===== config.mk =====
export PLATFORM = sky130hd
export DESIGN_NAME = decode_stage_pipelined
export DESIGN_NICKNAME = d
export VERILOG_FILES = /design/src/rtl/decode_stage_pipelined.sv
export SDC_FILE = /design/constraint.sdc
export NUM_CORES = 1
export LEC_CHECK = 0
export ABC_CLOCK_PERIOD_IN_PS = 5600
export CORE_AREA = 2 2 196 198
export CTS_BUF_LIST = sky130_fd_sc_hd__clkbuf_4 sky130_fd_sc_hd__clkbuf_8
export CTS_CLUSTER_DIAMETER = 40
export DETAILED_ROUTE_END_ITERATION = 6
export DIE_AREA = 0 0 198 200
export MAX_ROUTING_LAYER = met4
export SLEW_MARGIN = 10
export SYNTH_ARGS = -nofsm -noshare
export SYNTH_HDL_FRONTEND = slang
export SYNTH_SLANG_ARGS = --single-unit

===== constraint.sdc =====
create_clock -name clk -period 5.6 [get_ports clk]
set_clock_uncertainty 0.2 [all_clocks]
set_input_delay 1.4 -clock clk [delete_from_list [all_inputs] [get_ports clk]]
set_output_delay 1.4 -clock clk [all_outputs]
set_load 0.05 [all_outputs]

===== src/rtl/decode_stage_pipelined.sv =====
// Registered multi-lane instruction decoder with per-lane valid/ready toward the I-buffer,
// per-warp flush and one-cycle PC redirect; `DECODE_PERF_CNT_EN adds transfer/illegal counters.
module decode_stage_pipelined #(
    parameter int NUM_LANES = 2,
    parameter int NUM_WARPS = 8,
    parameter int ADDR_W    = 32
) (
    input  logic                           clk,
    input  logic                           rst,
    input  logic [32*NUM_LANES-1:0]        if_instr,
    input  logic [ADDR_W*NUM_LANES-1:0]    if_pcplus4,
    input  logic [NUM_WARPS*NUM_LANES-1:0] if_warp,
    output logic [NUM_LANES-1:0]           if_ready,
    input  logic [NUM_WARPS-1:0]           flush_mask,
    input  logic [NUM_LANES-1:0]           ib_ready,
    output logic [NUM_LANES-1:0]           id_valid,
    output logic [NUM_WARPS*NUM_LANES-1:0] id_warp,
    output logic [32*NUM_LANES-1:0]        id_instr,
    output logic [ADDR_W*NUM_LANES-1:0]    id_pcplus4,
    output logic [5*NUM_LANES-1:0]         id_src1,
    output logic [5*NUM_LANES-1:0]         id_src2,
    output logic [5*NUM_LANES-1:0]         id_dst,
    output logic [16*NUM_LANES-1:0]        id_imme,
    output logic [4*NUM_LANES-1:0]         id_aluop,
    output logic [16*NUM_LANES-1:0]        id_ctrl,
    output logic [NUM_WARPS*NUM_LANES-1:0] pc_upd_mask,
    output logic [ADDR_W*NUM_LANES-1:0]    pc_target
`ifdef DECODE_PERF_CNT_EN
    ,
    output logic [31:0]                    perf_issued,
    output logic [31:0]                    perf_illegal
`endif
);

    for (genvar l = 0; l < NUM_LANES; l++) begin : g_lane
        logic [31:0]          ins;
        logic [5:0]           op;
        logic [5:0]           fn;
        logic                 is_int, is_ialu, is_ld, is_lds, is_sw, is_sws;
        logic                 is_beq, is_blt, is_j, is_call, is_ret, is_exit;
        logic                 op_known, fn_known;
        logic [3:0]           alu_d;
        logic [15:0]          ctrl_d;
        logic [4:0]           dst_d;
        logic [NUM_WARPS-1:0] cap_warp, held_warp;
        logic                 capture;

        logic                 valid_q;
        logic [NUM_WARPS-1:0] warp_q, pc_upd_q;
        logic [31:0]          instr_q;
        logic [ADDR_W-1:0]    pcplus4_q, target_q;
        logic [4:0]           src1_q, src2_q, dst_q;
        logic [15:0]          imme_q, ctrl_q;
        logic [3:0]           alu_q;

        assign ins = if_instr[32*l +: 32];
        assign op  = ins[31:26];
        assign fn  = ins[5:0];

        always_comb begin
            is_int = 1'b0; is_ialu = 1'b0; is_ld = 1'b0; is_lds = 1'b0;
            is_sw = 1'b0; is_sws = 1'b0; is_beq = 1'b0; is_blt = 1'b0;
            is_j = 1'b0; is_call = 1'b0; is_ret = 1'b0; is_exit = 1'b0;
            op_known = 1'b1;
            fn_known = 1'b1;
            alu_d    = 4'b0000;
            // op[4] is the .S modifier; CALL/RET/EXIT exist only without it
            case (op)
                6'b000000, 6'b010000: is_int = 1'b1;
                6'b001000, 6'b011000: is_ialu = 1'b1;
                6'b001100, 6'b011100: begin is_ialu = 1'b1; alu_d = 4'b0011; end
                6'b001101, 6'b011101: begin is_ialu = 1'b1; alu_d = 4'b0100; end
                6'b001110, 6'b011110: begin is_ialu = 1'b1; alu_d = 4'b0101; end
                6'b100011, 6'b110011: is_ld = 1'b1;
                6'b100111, 6'b110111: is_lds = 1'b1;
                6'b101011, 6'b111011: is_sw = 1'b1;
                6'b101111, 6'b111111: is_sws = 1'b1;
                6'b000100, 6'b010100: is_beq = 1'b1;
                6'b000111, 6'b010111: is_blt = 1'b1;
                6'b000010, 6'b010010: is_j = 1'b1;
                6'b000011:            is_call = 1'b1;
                6'b000110:            is_ret = 1'b1;
                6'b100001:            is_exit = 1'b1;
                default:              op_known = 1'b0;
            endcase
            if (is_int) begin
                case (fn)
                    6'b100000: alu_d = 4'b0000;
                    6'b100010: alu_d = 4'b0001;
                    6'b011000: alu_d = 4'b0010;
                    6'b100100: alu_d = 4'b0011;
                    6'b100101: alu_d = 4'b0100;
                    6'b100110: alu_d = 4'b0101;
                    6'b000010: alu_d = 4'b0110;
                    6'b000000: alu_d = 4'b0111;
                    default: begin alu_d = 4'b1111; fn_known = 1'b0; end
                endcase
            end
            ctrl_d     = '0;
            ctrl_d[0]  = is_int | is_ialu | is_ld | is_lds;
            ctrl_d[1]  = is_sw | is_sws;
            ctrl_d[2]  = is_ld | is_lds;
            ctrl_d[3]  = is_exit;
            ctrl_d[4]  = is_lds | is_sws;
            ctrl_d[5]  = !(is_j | is_call | is_ret | is_exit);
            ctrl_d[6]  = is_int | is_sw | is_sws | is_beq | is_blt;
            ctrl_d[7]  = is_ialu | is_ld | is_lds | is_sw | is_sws;
            ctrl_d[8]  = is_beq;
            ctrl_d[9]  = is_blt;
            ctrl_d[10] = is_call;
            ctrl_d[11] = is_ret;
            ctrl_d[12] = is_j;
            ctrl_d[13] = op[4];
            ctrl_d[14] = !op_known | (is_int & !fn_known);
            dst_d      = (is_ialu | is_ld | is_lds) ? ins[20:16] : ins[15:11];
        end

        assign cap_warp    = if_warp[NUM_WARPS*l +: NUM_WARPS] & ~flush_mask;
        assign held_warp   = warp_q & ~flush_mask;
        assign if_ready[l] = !valid_q | ib_ready[l];
        assign capture     = if_ready[l] & (|if_warp[NUM_WARPS*l +: NUM_WARPS]);

        always_ff @(posedge clk) begin
            if (rst) begin
                valid_q   <= 1'b0;
                warp_q    <= '0;
                instr_q   <= '0;
                pcplus4_q <= '0;
                src1_q    <= '0;
                src2_q    <= '0;
                dst_q     <= '0;
                imme_q    <= '0;
                alu_q     <= '0;
                ctrl_q    <= '0;
                pc_upd_q  <= '0;
                target_q  <= '0;
            end else begin
                pc_upd_q <= '0;
                if (capture) begin
                    valid_q   <= |cap_warp;
                    warp_q    <= cap_warp;
                    instr_q   <= ins;
                    pcplus4_q <= if_pcplus4[ADDR_W*l +: ADDR_W];
                    src1_q    <= ins[25:21];
                    src2_q    <= ins[20:16];
                    dst_q     <= dst_d;
                    imme_q    <= ins[15:0];
                    alu_q     <= alu_d;
                    ctrl_q    <= ctrl_d;
                    target_q  <= ADDR_W'(ins[25:0]);
                    pc_upd_q  <= (is_j | is_call) ? cap_warp : '0;
                end else if (valid_q & ib_ready[l]) begin
                    valid_q <= 1'b0;
                end else if (valid_q) begin
                    warp_q  <= held_warp;
                    valid_q <= |held_warp;
                end
            end
        end

        assign id_valid[l]                          = valid_q;
        assign id_warp[NUM_WARPS*l +: NUM_WARPS]     = warp_q;
        assign id_instr[32*l +: 32]                  = instr_q;
        assign id_pcplus4[ADDR_W*l +: ADDR_W]        = pcplus4_q;
        assign id_src1[5*l +: 5]                     = src1_q;
        assign id_src2[5*l +: 5]                     = src2_q;
        assign id_dst[5*l +: 5]                      = dst_q;
        assign id_imme[16*l +: 16]                   = imme_q;
        assign id_aluop[4*l +: 4]                    = alu_q;
        assign id_ctrl[16*l +: 16]                   = ctrl_q;
        assign pc_upd_mask[NUM_WARPS*l +: NUM_WARPS] = pc_upd_q;
        assign pc_target[ADDR_W*l +: ADDR_W]         = target_q;
    end

`ifdef DECODE_PERF_CNT_EN
    logic [31:0] issued_q, illegal_q, n_iss, n_ill;
    logic [32:0] iss_sum, ill_sum;

    always_comb begin
        n_iss = '0;
        n_ill = '0;
        for (int l = 0; l < NUM_LANES; l++) begin
            if (id_valid[l] & ib_ready[l]) begin
                n_iss = n_iss + 32'd1;
                if (id_ctrl[16*l+14]) n_ill = n_ill + 32'd1;
            end
        end
        iss_sum = {1'b0, issued_q} + {1'b0, n_iss};
        ill_sum = {1'b0, illegal_q} + {1'b0, n_ill};
    end

    always_ff @(posedge clk) begin
        if (rst) begin
            issued_q  <= '0;
            illegal_q <= '0;
        end else begin
            issued_q  <= iss_sum[32] ? 32'hFFFF_FFFF : iss_sum[31:0];
            illegal_q <= ill_sum[32] ? 32'hFFFF_FFFF : ill_sum[31:0];
        end
    end

    assign perf_issued  = issued_q;
    assign perf_illegal = illegal_q;
`endif

endmodule

==> results.toml <==
[grt]
grt_pass1_vias = 9117
grt_max_degree = 100
overflow = 0
grt_first_pass_wirelength_um = 49500
grt_usage_pct = 16.3
antenna_found_initial = 0

[clock_tree]
max-clock-path-buffers = 3
hold_buffers = 0
cts_root_buffer = "clkbuf_8"
tritoncts = "built"
cts_setup_buffers = 0
post_cts_resized = 0
clk_pin_slew_ns = 0.06
cts.sink_count = 208
htree_levels = 2
numCtsBuffers = 45
worstSkewPairLatency_ns = 0.57

[sta]
finalHoldViolations = 0
slew_violations = 0
setup_violations = 0
worstMarginPinSlew_ns = 1.07
period_share_pct = 89.1
slew-limit-headroom_pct = 28.9
rsz0062_at_grt = "no"
period_needed_ns = 4.99
tns_ns = 0
max_freq_ghz = 0.200

[placement]
placed_cells = 1999
gp_congestion = 0.837
port_buffers = 471
dp_hpwl_um = 23800

[synth]
synth.yosys.seq_area_share_pct = 44.7
synth_edf_count = 0
post-synth-top-area-fraction_pct = 44.7
yosysTopAreaCell = "dfxtp_1"
synth_area_um2 = 9310
yosysMostFrequentCell = "nand2_1"
ys_top_cells_by_count = "nand2_1 (287), dfxtp_1 (208), a21oi_1 (193)"
syn_inst = 1201
synth-async-reset-ratio_pct = 0
ys_types = 60
avgSynthCellArea_um2 = 7.75
yosysWarningCount = 0
ys_ff_latch = 208
synthFlopType = "dfxtp_1"
yosys-top-cells-area = "dfxtp_1 (45%), nand2_1 (12%), buf_4 (10%), a21oi_1 (10%), nor2_1 (4.0%)"

[setup_path]
end_kind = "output pin"
reg2reg_depth = 5
critPathArrivalTime_ns = 3.39
worstSetupPathType = "in -> out"
worstSetupStartpointType = "input pin"
worst_ep_required_time_ns = 4.00
critPathMaxFanout = 13

[route]
antenna_left = 0
drc = 0
avgRoutedWirePerCell_um = 15.8
vias_per_cell = 4.43
routed_wl_um = 33000
dr.pass1.iters = 4
vias = 9221
drt_iter0_drc = 284

[floorplan]
die_w_um = 198
start_util_pct = 24.9
fp.coreArea_um2 = 37400
die_y_um = 200
die-area_um2 = 39600
io_pins = 486
placement_rows = 71

[layout]
multi_input_area_um2 = 3820
final.fill_count = 3850
diodes = 0
drive_above_1_share_pct = 7.32
nNetsFinal = 1691
final_cells = 2083
seqCellArea_um2 = 4160
syn_to_final_growth_pct = 56.0

[run_status]
run_status = "finished clean"

[min_path]
hold_path.class = "reg -> reg"
min_path_cells = 2

[pwr]
irDropWorstVdd_v = 0.000168
p_leak_nw = 5.47
powerDensity_nw_per_um2 = 317

[flow_run]
drv_cap = 0
## critical path, cell delays in order
cell and delay (ns):
clkdlybuf4s50_1 0.41, nor2b_1 0.76, inv_1 0.09, clkdlybuf4s50_1 0.73
## path summary, 6_finish.rpt
| kind | from | end | slack (ns) |
|---|---|---|---|
| max | ib_ready[1] | if_ready[1] | 0.61 |
| min | g_lane[0].pcplus4_q[3] | g_lane[0].pcplus4_q[3] | 0.25 |
| max reg2reg | g_lane[1].valid_q | g_lane[1].ctrl_q[1] | 2.93 |
| min reg2reg | g_lane[0].pcplus4_q[3] | g_lane[0].pcplus4_q[3] | 0.25 |
## cell families after synthesis
| group | synth area share, % |
|---|---|
| flops | 44.7 |
| mux | 1.08 |
| xor+xnor | 0.376 |
| fa+ha+maj | 0.336 |
| simple gates | 22.3 |
| other cells | 0.0403 |
| compound gates | 16.0 |
| buf+inv | 15.1 |
## power breakdown
part	internal [mW]	total [mW]	switching, mW	leakage [nW]
clock network	1.01	1.75	0.737	0.498
logic	0.414	1.22	0.810	3.25
registers	1.57	1.63	0.0641	1.72
## through the flow
stage          util, %  power [mW]  hold WS [ns]  area (um2)  setup slack, ns
2_1_floorplan        -        2.50         0.467        9360             1.85
3_3_place_gp      36.2        2.89         0.240       13500            0.632
3_5_place_dp      36.2        2.90         0.246       13500            0.615
4_1_cts           38.8        4.69         0.254       14500            0.612
5_1_grt           38.8        4.83         0.264       14500            0.476
6_report          38.8        4.61         0.252       14500            0.608
## sequential cells by signal, indices dropped and copies added (netlist names)
register / flops
g_lane.instr_q: 64
g_lane.pcplus4_q: 64
g_lane.ctrl_q: 28
g_lane.pc_upd_q: 16
g_lane.warp_q: 16
g_lane.dst_q: 10
g_lane.alu_q: 8
g_lane.valid_q: 2
## routing by layer
| metal | global-route usage [%] | vias up | wire [um] |
|---|---|---|---|
| met4 | 6.29 | 0 | 871 |
| met3 | 5.23 | 63 | 2760 |
| li1 | - | 4520 | - |
| met5 | - | - | 0 |
| met2 | 27.9 | 373 | 16100 |
| met1 | 17.8 | 4265 | 13200 |
## area by class of cell
| cell class | count | area share [%] |
|---|---|---|
| clock buffers | 63 | 5.67 |
| well taps | 511 | 4.40 |
| clock inverters | 21 | 1.14 |
| multi-input cells | 775 | 26.3 |
| repair buffers | 482 | 33.2 |
| inverters | 23 | 0.594 |
| flip-flops and latches | 208 | 28.7 |
## cells in the final DEF (no fill, tap or decap), types with 3 or more instances in the layout
cell type and count:
buf_4 9, a211oi_1 15, clkbuf_4 7, nand2b_1 18
clkbuf_8 56, dfxtp_1 208, nand2_1 287, o21ai_0 8
xnor2_1 3, nand4b_1 4, clkinv_2 8, nand3_1 15
a21oi_1 191, o41ai_1 3, nor3_2 4, clkinv_4 4
clkinvlp_4 8, clkdlybuf4s50_1 470, mux2i_1 10, a311oi_1 3
nor3_1 12, nand4_1 12, nor2_1 100, inv_1 22
a31oi_1 3, and3_1 3, nor4_1 7, conb_1 14
o21bai_1 3, o22ai_1 11, nor2b_1 8
(Power assumes the default switching activity.)
